<file path="config.mk">
export PLATFORM = sky130hd
export DESIGN_NAME = ex_mem_skid_reg
export DESIGN_NICKNAME = d
export VERILOG_FILES = /design/src/rtl/ex_mem_skid_reg.sv
export SDC_FILE = /design/constraint.sdc
export NUM_CORES = 1
export LEC_CHECK = 0
export BUFFER_PORTS_ARGS = -buffer_cell sky130_fd_sc_hd__buf_4
export CAP_MARGIN = 20
export CORE_UTILIZATION = 40
export CTS_CLUSTER_DIAMETER = 30
export DETAILED_ROUTE_END_ITERATION = 16
export GPL_TIMING_DRIVEN = 0
export HOLD_SLACK_MARGIN = 0.15
export PLACE_DENSITY_LB_ADDON = 0.12
export SLEW_MARGIN = 20
export SYNTH_ARGS = -nofsm -noshare
export SYNTH_HDL_FRONTEND = slang
export SYNTH_SLANG_ARGS = --single-unit
</file>
<file path="constraint.sdc">
create_clock -name clk_i -period 3.8 [get_ports clk_i]
set_input_delay 0.76 -clock clk_i [delete_from_list [all_inputs] [get_ports clk_i]]
set_output_delay 0.76 -clock clk_i [all_outputs]
set_load 0.02 [all_outputs]
</file>
<file path="src/rtl/ex_mem_skid_reg.sv">
// EX->MEM pipeline register: a 2-entry skid buffer behind a valid/ready handshake.
// Optional EX-stage bypass outputs are enabled by defining EXMEM_FWD_EN.
module ex_mem_skid_reg #(
   parameter int unsigned WIDTH = 32,
   parameter int unsigned RD_W  = 5
) (
   input  logic             clk_i,
   input  logic             rst_ni,
   input  logic             flush_i,
   input  logic             ex_valid_i,
   output logic             ex_ready_o,
   input  logic [WIDTH-1:0] alu_result_i,
   input  logic [WIDTH-1:0] store_data_i,
   input  logic [RD_W-1:0]  rd_i,
   input  logic             reg_write_i,
   input  logic             mem_read_i,
   input  logic             mem_write_i,
   input  logic [2:0]       funct3_i,
   output logic             mem_valid_o,
   input  logic             mem_ready_i,
   output logic [WIDTH-1:0] alu_result_o,
   output logic [WIDTH-1:0] store_data_o,
   output logic [RD_W-1:0]  rd_o,
   output logic             reg_write_o,
   output logic             mem_read_o,
   output logic             mem_write_o,
   output logic [2:0]       funct3_o
`ifdef EXMEM_FWD_EN
   ,
   output logic             fwd_valid_o,
   output logic [RD_W-1:0]  fwd_rd_o,
   output logic [WIDTH-1:0] fwd_data_o
`endif
);

   localparam int unsigned F3_W    = 3;
   localparam int unsigned ENTRY_W = 2 * WIDTH + RD_W + 3 + F3_W;

   // State encoding is {main_v, skid_v}, so the valid bits are plain flop outputs.
   typedef enum logic [1:0] {
      ST_EMPTY = 2'b00,
      ST_ONE   = 2'b10,
      ST_FULL  = 2'b11
   } state_e;

   state_e state_q, state_d;

   logic [ENTRY_W-1:0] in_entry;
   logic [ENTRY_W-1:0] main_q;
   logic [ENTRY_W-1:0] skid_q;

   logic main_v;
   logic skid_v;
   logic accept;
   logic pop;
   logic load_main_in;
   logic load_main_skid;
   logic load_skid;

   logic [WIDTH-1:0] main_alu;
   logic [WIDTH-1:0] main_sd;
   logic [RD_W-1:0]  main_rd;
   logic             main_rw;
   logic             main_mr;
   logic             main_mw;
   logic [F3_W-1:0]  main_f3;

   assign main_v = state_q[1];
   assign skid_v = state_q[0];

   assign in_entry = {alu_result_i, store_data_i, rd_i, reg_write_i,
                      mem_read_i, mem_write_i, funct3_i};

   assign {main_alu, main_sd, main_rd, main_rw, main_mr, main_mw, main_f3} = main_q;

   // Ready depends only on the skid flop, never on mem_ready_i.
   assign ex_ready_o = ~skid_v;
   assign accept     = ex_valid_i & ex_ready_o;
   assign pop        = main_v & mem_ready_i;

   always_ff @(posedge clk_i or negedge rst_ni) begin
      if (!rst_ni) begin
         state_q <= ST_EMPTY;
      end else begin
         state_q <= state_d;
      end
   end

   always_comb begin
      state_d        = state_q;
      load_main_in   = 1'b0;
      load_main_skid = 1'b0;
      load_skid      = 1'b0;
      case (state_q)
         ST_EMPTY: begin
            if (accept) begin
               load_main_in = 1'b1;
               state_d      = ST_ONE;
            end
         end
         ST_ONE: begin
            if (accept && pop) begin
               load_main_in = 1'b1;
            end else if (accept) begin
               load_skid = 1'b1;
               state_d   = ST_FULL;
            end else if (pop) begin
               state_d = ST_EMPTY;
            end
         end
         ST_FULL: begin
            if (pop) begin
               load_main_skid = 1'b1;
               state_d        = ST_ONE;
            end
         end
         default: state_d = ST_EMPTY;
      endcase
      // Flush wins; data loads may still happen but become invisible.
      if (flush_i) begin
         state_d = ST_EMPTY;
      end
   end

   always_ff @(posedge clk_i or negedge rst_ni) begin
      if (!rst_ni) begin
         main_q <= '0;
         skid_q <= '0;
      end else begin
         if (load_main_in) begin
            main_q <= in_entry;
         end else if (load_main_skid) begin
            main_q <= skid_q;
         end
         if (load_skid) begin
            skid_q <= in_entry;
         end
      end
   end

   assign mem_valid_o  = main_v;
   assign alu_result_o = main_alu;
   assign store_data_o = main_sd;
   assign rd_o         = main_rd;
   assign funct3_o     = main_f3;
   // Control bits gated so a bubble never writes architectural state.
   assign reg_write_o  = main_rw & main_v;
   assign mem_read_o   = main_mr & main_v;
   assign mem_write_o  = main_mw & main_v;

`ifdef EXMEM_FWD_EN
   assign fwd_valid_o = main_v & main_rw & ~main_mr & (main_rd != RD_W'(0));
   assign fwd_rd_o    = main_rd;
   assign fwd_data_o  = main_alu;
`endif

endmodule
</file>
* Word level (Yosys, flattened, before mapping) *
Cells that the tools add are included.

operators by class
  eq/ne operators = 6
  add/sub/neg operators = 0
  $lt $le $gt $ge = 0
  bitwise logic cells = 6
  divide/modulo/power cells = 0
  muxes and demuxes = 16
  multiply operators = 0
  reductions and logical operators = 4
  shift-type cells = 0

operator list
  cell                  count
  $mux W75              2
  $mux W2               6
  $ne A3 B3 Y1 const B  3
  $mux W1               6
  $pmux W2 S3           1
  $and A1 B1 Y1         5
  $eq A2 B2 Y1 const B  2
  $ne A4 B4 Y1 const B  1
  $reduce_and A4 Y1     1
  $logic_not A2 Y1      1
  $pmux W1 S2           1
  $reduce_bool A2 Y1    1
  $logic_and A1 B1 Y1   1
  $not A1 Y1            1

word-level totals
  bits in latches = 0
  word-level logic and storage cells = 35
  bits in read-only memories = 0
  output and inout bits = 77
  memory bits (writable) = 0
  bits of input ports = 80
  memories = 0
  register bits = 152

* Longest topological paths before layout *
Gate-level depths: netlist of the first run.

  word-level depth = 6
  depth in mapped cells = 8
  gate-level depth less buffers = 6

* Worst setup path before layout of the first run *
Ideal clock, no wire load.

  kind = input-to-reg
  start = input port mem_ready_i
  end = register skid_q[24]
  data required time = 3675 ps
  arrival = 1638 ps
  buffers on the path = 2
  stages on the path = 6
  setup time = 125 ps
  setup slack = 2037 ps
  cell sequence = nand2_2 > and2_4 > nand2_4 > buf_12 > buf_12 > mux2_4

between the ends
  word-level cells in the longest chain between the ends = 4

ends and longest elaborated chain
  element               RTL line  text
  from (decl)           20        input logic mem_ready_i,
  $and A1 B1 Y1         79        assign pop = main_v & mem_ready_i;
  $logic_and A1 B1 Y1   102       if (accept && pop) begin
  $mux W1               102
  $mux W1               94        case (state_q)
  to (signal assigned)  136       skid_q <= in_entry;
  to (decl)             50        logic [ENTRY_W-1:0] skid_q;

Every way passes these cells.
A chain may end at the register's enable or synchronous reset.

* Worst setup path in the final report of the first run *
  start = register state_q[1]
  end = output port mem_read_o

between the ends
  word-level cells in the longest chain between the ends = 1

ends and longest elaborated chain
  element                 RTL line  text
  from (decl)             46        state_e state_q, state_d;
  from (signal assigned)  85        state_q <= state_d;
  $and A1 B1 Y1           148       assign mem_read_o = main_mr & main_v;
  to (decl)               25        output logic mem_read_o,

Every way passes these cells.

==> results of run 1 <==
-- routing by layer --
layer | track usage, % | wire length (um) | vias to the layer above | part of all wire [%]
met5 | 0 | 0 | - | 0
met4 | 6.288 | 218 | 0 | 1.4
met3 | 5.370 | 1031 | 14 | 6.4
met2 | 30.46 | 7858 | 136 | 49
met1 | 22.42 | 7002 | 2400 | 43
li1 | - | - | 2264 | -
-- worst max path at each step --
stage                                 startpoint                      to  slack [ns]  depth (start not counted)
final                     state_q[1]$_DFFE_PN0P_              mem_read_o        1.70                          2
after global routing      state_q[1]$_DFFE_PN0P_  main_q[27]$_DFFE_PN0P_        1.44                          6
after CTS                 state_q[1]$_DFFE_PN0P_  main_q[40]$_DFFE_PN0P_        1.66                          6
after detailed placement              ex_valid_i  main_q[40]$_DFFE_PN0P_        1.61                          6
after global placement                    rst_ni  skid_q[11]$_DFFE_PN0P_        1.25                          1
after floorplan                      mem_ready_i  skid_q[24]$_DFFE_PN0P_        2.04                          6
-- through the flow --
step           total power, W  std cells  instance area, um^2  utilization, %
2_1_floorplan        0.005191        583                 7268               -
3_3_place_gp         0.006205        964                 8721           49.73
3_5_place_dp         0.006333        965                 8756           49.93
4_1_cts              0.008030        996                 9331           53.21
5_1_grt              0.008453        996                 9331           53.21
6_report             0.007943        996                 9331           53.21
-- power groups by stage --
stage	sequential, W	clock [W]	combinational [W]
2_1_floorplan	0.00276	0	0.00243
6_report	0.00287	0.00167	0.00341
5_1_grt	0.00297	0.00178	0.00370
3_5_place_dp	0.00289	0	0.00344
3_3_place_gp	0.00283	0	0.00338
4_1_cts	0.00287	0.00170	0.00346
-- cell type report --
type | instances | area (um^2)
multi-input combinational | 325 | 2641
sequential | 152 | 3804
clock inverter | 7 | 93.84
inverter | 2 | 7.507
fill | 1549 | 8205
timing repair buffer | 157 | 1206
buffer | 104 | 815.8
tap | 225 | 281.5
clock buffer | 24 | 481.7
-- synthesized netlist by cell type (all sizes together) --
library cell | count | share of area [%]
clkbuf | 5 | 0.26
a21oi | 2 | 0.14
nand3b | 1 | 0.10
mux2i | 76 | 10
dfrtp | 152 | 52
nand3 | 1 | 0.14
o21ai | 76 | 5.2
buf | 99 | 11
ha | 4 | 0.69
and2 | 4 | 0.38
nor2 | 1 | 0.086
a31oi | 1 | 0.086
and2b | 1 | 0.10
nand2 | 78 | 4.2
mux2 | 75 | 14
inv | 2 | 0.10
nand2b | 1 | 0.086
a211o | 1 | 0.12
or2b | 1 | 0.10
a22o | 1 | 0.12
xnor2 | 1 | 0.12
-- cell families after synthesis --
family	Yosys count	share of synthesized area (%)
XOR/XNOR	1	0.1205
AND/OR/NAND/NOR	88	5.165
multiplexers	151	24.67
buffers and inverters	106	11.33
adder cells (fa/ha/maj)	4	0.6886
flip-flops	152	52.33
AO/OA/AOI/OAI	81	5.698
-- sequential cells by signal (all words and copies together), names as in the netlist --
name     count
state_q      2
main_q      75
skid_q      75
==> key figures, run 1 <==
Outcome
  – Status: finished clean

Timing
  – F_max: 476.8 MHz
  – Slew Limit Fails: 0
  – Final setup fails: 0
  – Clock skew: ~0.006 ns
  – RSZ-0062 raised after global routing: no
  – Worst-Margin Slew: about 0.61 ns
  – Min cycle time layout: 2.097 ns
  – Setup Total Neg Slack: 0 ns
  – Max-Slew Margin vs Limit: 59.58%
  – Final hold vios: 0
  – Final WS setup: 1.703 ns
  – Hold WS: 0.3054 ns
  – Fin crit share: a little under three fifths

Logic synthesis
  – Post-Syn Instances: 583
  – Register area share after synthesis: 52.33%
  – Syn nets: between 600 and 700
  – Synth cell types: 28
  – Syn avg cell area: approximately 12 um^2
  – Mapped Area: between 0.007 and 0.008 mm^2
  – YS warnings: 0
  – FF+latch count, synth: 152

GRT
  – Vias in the first global route: a little over 5k
  – Aggregate global routing overflow: 0
  – Global-route wire length before repair: 26,010 um
  – Initial antenna violation count: 0
  – Pin count of the biggest net entering global routing: ~80
  – GR Util All Layers: 18.23%

CTS
  – Clk pin slew, worst setup/hold paths: 0.06 ns
  – CTS tree: yes
  – Post-CTS Hold Buffers: 0
  – Longest Clk Path Bufs: 2
  – Num Clock Sinks: 152
  – Setup Fix Bufs, Post-CTS: 0
  – Skew-Pair Late Insertion Delay: 0.42 ns
  – Clk Tree Root Cell: clkbuf_16
  – Post_cts resized: 0
  – CTS buffer count: 17
  – H-tree Lvls: 4

Routing
  – Pre-antenna DRT Iters: 4
  – Initial DRC count: 221
  – DRT antenna net count: 0
  – Routed vias: 4,814
  – Drt via density: 4.833
  – Wire length per cell: 16.17 um
  – DRC: 0
  – Routed WL: 16,110 um

Setup path
  – Crit path buffers/inverters: 1
  – WP data arrival: 1.34 ns
  – R2R setup slack: between 1.5 and 2 ns
  – Slowest-stage cell, CP: dfrtp_1
  – Worst reg2reg startpoint: state_q[1]$_DFFE_PN0P_
  – Crit. End Element: output port
  – Crit Path Class: reg -> out
  – CP Launch Type: flip-flop
  – Critical path's largest stage delay: 0.56 ns
  – Crit-path cells: and2_1 > buf_4
  – Critical path required time: 3.04 ns
  – Worst R2R Path Depth: 6
  – Largest delay contributor family on the critical path: flip-flops
  – R2r endpoint: main_q[31]$_DFFE_PN0P_
  – CP Max Fanout: 11

Cells and area
  – Final Net Count: 843
  – Most frequent cells in the layout: 237 x buf_4, 152 x dfrtp_1, 76 x mux2i_1, 76 x nand2_1, 76 x o21ai_0
  – Share of cells above drive strength 1: 47.08%
  – ANT cells: 0
  – Most common cell after layout, fill and taps aside: buf_4
  – Layout area overhead: 28.39%

Worst hold path
  – Worst hold path type: in -> async

Pwr
  – Leakage: 5.050 nW
  – Clock network fraction of total power: 21.0%
  – PwrDens: 851.2 mW/mm^2
  – P_int: 0.005356 W
  – Sw frac: between 30% and 40%
  – Part of the power in combinational logic: between 40% and 50%
  – Sw Pwr: approximately 0.0026 W
  – Peak VDD IR: 0.0005560 V
  – Sequential Power Share: 36.1%

Die
  – Die area: 0.01871 mm^2
  – CORE AREA: 0.01754 mm^2
  – Die Wd: roughly 140 um
  – # IOs: 157
  – Row cnt: between 40 and 50
  – Initial Util: 41.45%
  – Die height: 136.8 um

Place
  – Gpl congestion: 0.7303
  – Dpl ws: 1.606 ns
  – Detail Placement HPWL: 10,900 um
  – IO buf count: 156

Run
  – Max-cap viol count: 0
No activity file was read; power rests on OpenSTA's default activity.
==> inputs of run 2 (changes only) <==
- clock period: 3.8 -> 1.78 ns (I/O delays scaled with it)
==> run 2 against run 1 <==
Compared with the run above: combinational power up 120%; core utilization up 3.0 points; clock power up 110%; critical path type is now reg -> reg; clock skew about the same; die area unchanged; largest cell class unchanged; total power is 120% higher; critical path depth is 5 higher.
==> key figures, run 2 (synthesis results as in run 1) <==
Outcome
  – Status: finished clean (unchanged)

Die
  – Die Wd: 136.8 um (unchanged)
  – Row cnt: 48 (unchanged)
  – CORE AREA: 0.01754 mm^2 (unchanged)
  – Die area: 0.01871 mm^2 (unchanged)
  – Initial Util: 41.45% (unchanged)
  – Die height: 136.8 um (unchanged)
  – # IOs: 157 (unchanged)

Routing
  – Wire length per cell: 15.75 um (was 16.17 um)
  – Routed vias: 4,968 (was 4,814)
  – Pre-antenna DRT Iters: 5 (was 4)
  – DRC: 0 (unchanged)
  – Initial DRC count: 221 (unchanged)
  – Drt via density: 4.768 (was 4.833)
  – Routed WL: 16,410 um (was 16,110 um)
  – DRT antenna net count: 0 (unchanged)

Place
  – IO buf count: 156 (unchanged)
  – Gpl congestion: 0.7303 (unchanged)
  – Detail Placement HPWL: 10,900 um (unchanged)

GRT
  – Global-route wire length before repair: 26,630 um (was 26,010 um)
  – Aggregate global routing overflow: 0 (unchanged)
  – GR Util All Layers: 18.61% (was 18.23%)
  – Pin count of the biggest net entering global routing: 79 (unchanged)
  – Vias in the first global route: 5,252 (was 5,070)
  – Initial antenna violation count: 0 (unchanged)

CTS
  – Clk Tree Root Cell: clkbuf_16 (unchanged)
  – Num Clock Sinks: 152 (unchanged)
  – Skew-Pair Late Insertion Delay: 0.42 ns (about the same)
  – CTS buffer count: 17 (unchanged)
  – H-tree Lvls: 4 (unchanged)
  – Longest Clk Path Bufs: 2 (unchanged)
  – CTS tree: yes (unchanged)
  – Clk pin slew, worst setup/hold paths: 0.06 ns (about the same)

Cells and area
  – Fin util: 56.22% (was 53.21%)
  – Largest regs: main_q (75), skid_q (75), state_q (2) (unchanged)
  – Layout area overhead: 35.65% (was 28.39%)
  – Most frequent cells in the layout: 236 x buf_4, 151 x dfrtp_1, 76 x mux2i_1, 76 x nand2_1, 75 x o21ai_0 (was 237 x buf_4, 152 x dfrtp_1, 76 x mux2i_1, 76 x nand2_1, 76 x o21ai_0)
  – ANT cells: 0 (unchanged)
  – Share of cells above drive strength 1: 46.02% (was 47.08%)
  – Most common cell after layout, fill and taps aside: buf_4 (unchanged)
  – Final Net Count: 889 (was 843)
  – Fill count: 1,497 (was 1,549)

Timing
  – Worst-Margin Slew: 0.6025 ns (was 0.6063 ns)
  – Final setup fails: 0 (unchanged)
  – Final hold vios: 0 (unchanged)
  – F_max: 586.8 MHz
  – Clock skew: 0.006212 ns (was 0.006032 ns)
  – Max-Slew Margin vs Limit: 59.83% (was 59.58%)
  – Min cycle time layout: 1.704 ns
  – Slew Limit Fails: 0 (unchanged)
  – Setup Total Neg Slack: 0 ns (unchanged)
  – RSZ-0062 raised after global routing: yes (was no)
  – Fin crit share: 95.74%

Pwr
  – Leakage: 5.284 nW (was 5.050 nW)
  – Overall power: 0.01721 W (was 0.007943 W)
  – Peak VDD IR: 0.001191 V (was 0.0005560 V)
  – PwrDens: 1745 mW/mm^2 (was 851.2 mW/mm^2)

Setup path
  – Crit Path Class: reg -> reg (was reg -> out)
  – Worst reg2reg startpoint: state_q[0]$_DFFE_PN0P_ (was state_q[1]$_DFFE_PN0P_)
  – CP Launch Type: flip-flop (unchanged)
  – CP Max Fanout: 10 (was 11)
  – CP Launch Point: state_q[0]$_DFFE_PN0P_ (was state_q[1]$_DFFE_PN0P_)
  – Critical path required time: 2.08 ns (was 3.04 ns)
  – Crit. End Element: flip-flop (was output port)
  – WP data arrival: 2.00 ns (was 1.34 ns)

Run
  – Max-cap viol count: 0 (unchanged)

Worst hold path
  – Worst min-delay path startpoint: store_data_i[14]
  – Worst hold path type: in -> reg (was in -> async)
[run 2: changes by cell type in the layout (fill, tap and decap cells not counted), moves of 2 or more]
cell and change:
dlygate4sd3_1 +42, buf_2 -8, buf_6 +8, clkbuf_1 -5, clkbuf_4 +5, clkbuf_2 +4
ha_1 -2, ha_2 +2
[run 2: worst paths after layout]
kind                                          endpoint  slack (ns)  depth (start not counted)
worst max-delay path            skid_q[24]$_DFFE_PN0P_        0.08                          7
worst min-delay path            main_q[25]$_DFFE_PN0P_        0.16                          3
worst max register to register  skid_q[24]$_DFFE_PN0P_        0.08                          7
worst min register to register  skid_q[74]$_DFFE_PN0P_        0.50                          1
max in group asynchronous       state_q[1]$_DFFE_PN0P_        0.49                          3
min in group asynchronous       skid_q[45]$_DFFE_PN0P_        0.50                          2
[run 2: routing by layer]
metal	wire [um]	GRT usage [%]
met5	0	0
met2	8080	31.36
met1	7218	22.88
met4	225	6.777
met3	889	4.926
[run 2: layout make-up]
class                      count  area, um^2  share of cell area (%)
timing repair buffer         204        1664                   16.88
clock buffer                  24       481.7                   4.886
buffer                       103       879.6                   8.921
multi-input combinational    325        2646                   26.84
inverter                       2       7.507                 0.07614
tap                          225       281.5                   2.855
sequential                   152        3805                   38.59
clock inverter                 7       93.84                  0.9518
[run 2: worst max-delay path, stage by stage (launching register included)]
cell     delay, ns
dfrtp_1       0.41
inv_2         0.10
ha_2          0.21
and2_4        0.17
nand2_4       0.07
buf_12        0.17
buf_12        0.16
mux2_4        0.30
[run 2: timing repair]
item / in CTS / in global routing
endpoints found under the hold margin: 115 / 0
setup endpoints to repair: 125 / 125
pin swaps: 1 / 0
resized for setup: 10 / 18
setup buffers: 5 / 0
cloned: 0 / 0
hold buffers: 42 / 0
[run 2: report_power, final]
part           internal (W)  leakage [nW]  switching, W  total (W)
Clock               0.00217         0.276       0.00139    0.00356
Combinational       0.00429          3.17       0.00325    0.00754
Sequential          0.00518          1.84      0.000936    0.00612
Total                0.0116          5.28       0.00557     0.0172
[run 2: metrics by stage]
stage               cells  hold WS (ns)  setup slack [ns]  instance area, um^2
finish               1042        0.1575           0.07579                 9859
global route         1042        0.1504          -0.02528                 9859
CTS                  1042        0.1502           0.01147                 9807
detailed placement    965        0.3670           -0.3344                 8756
global placement      964        0.4860           -0.3697                 8721
floorplan             583       0.06041           0.01770                 7268
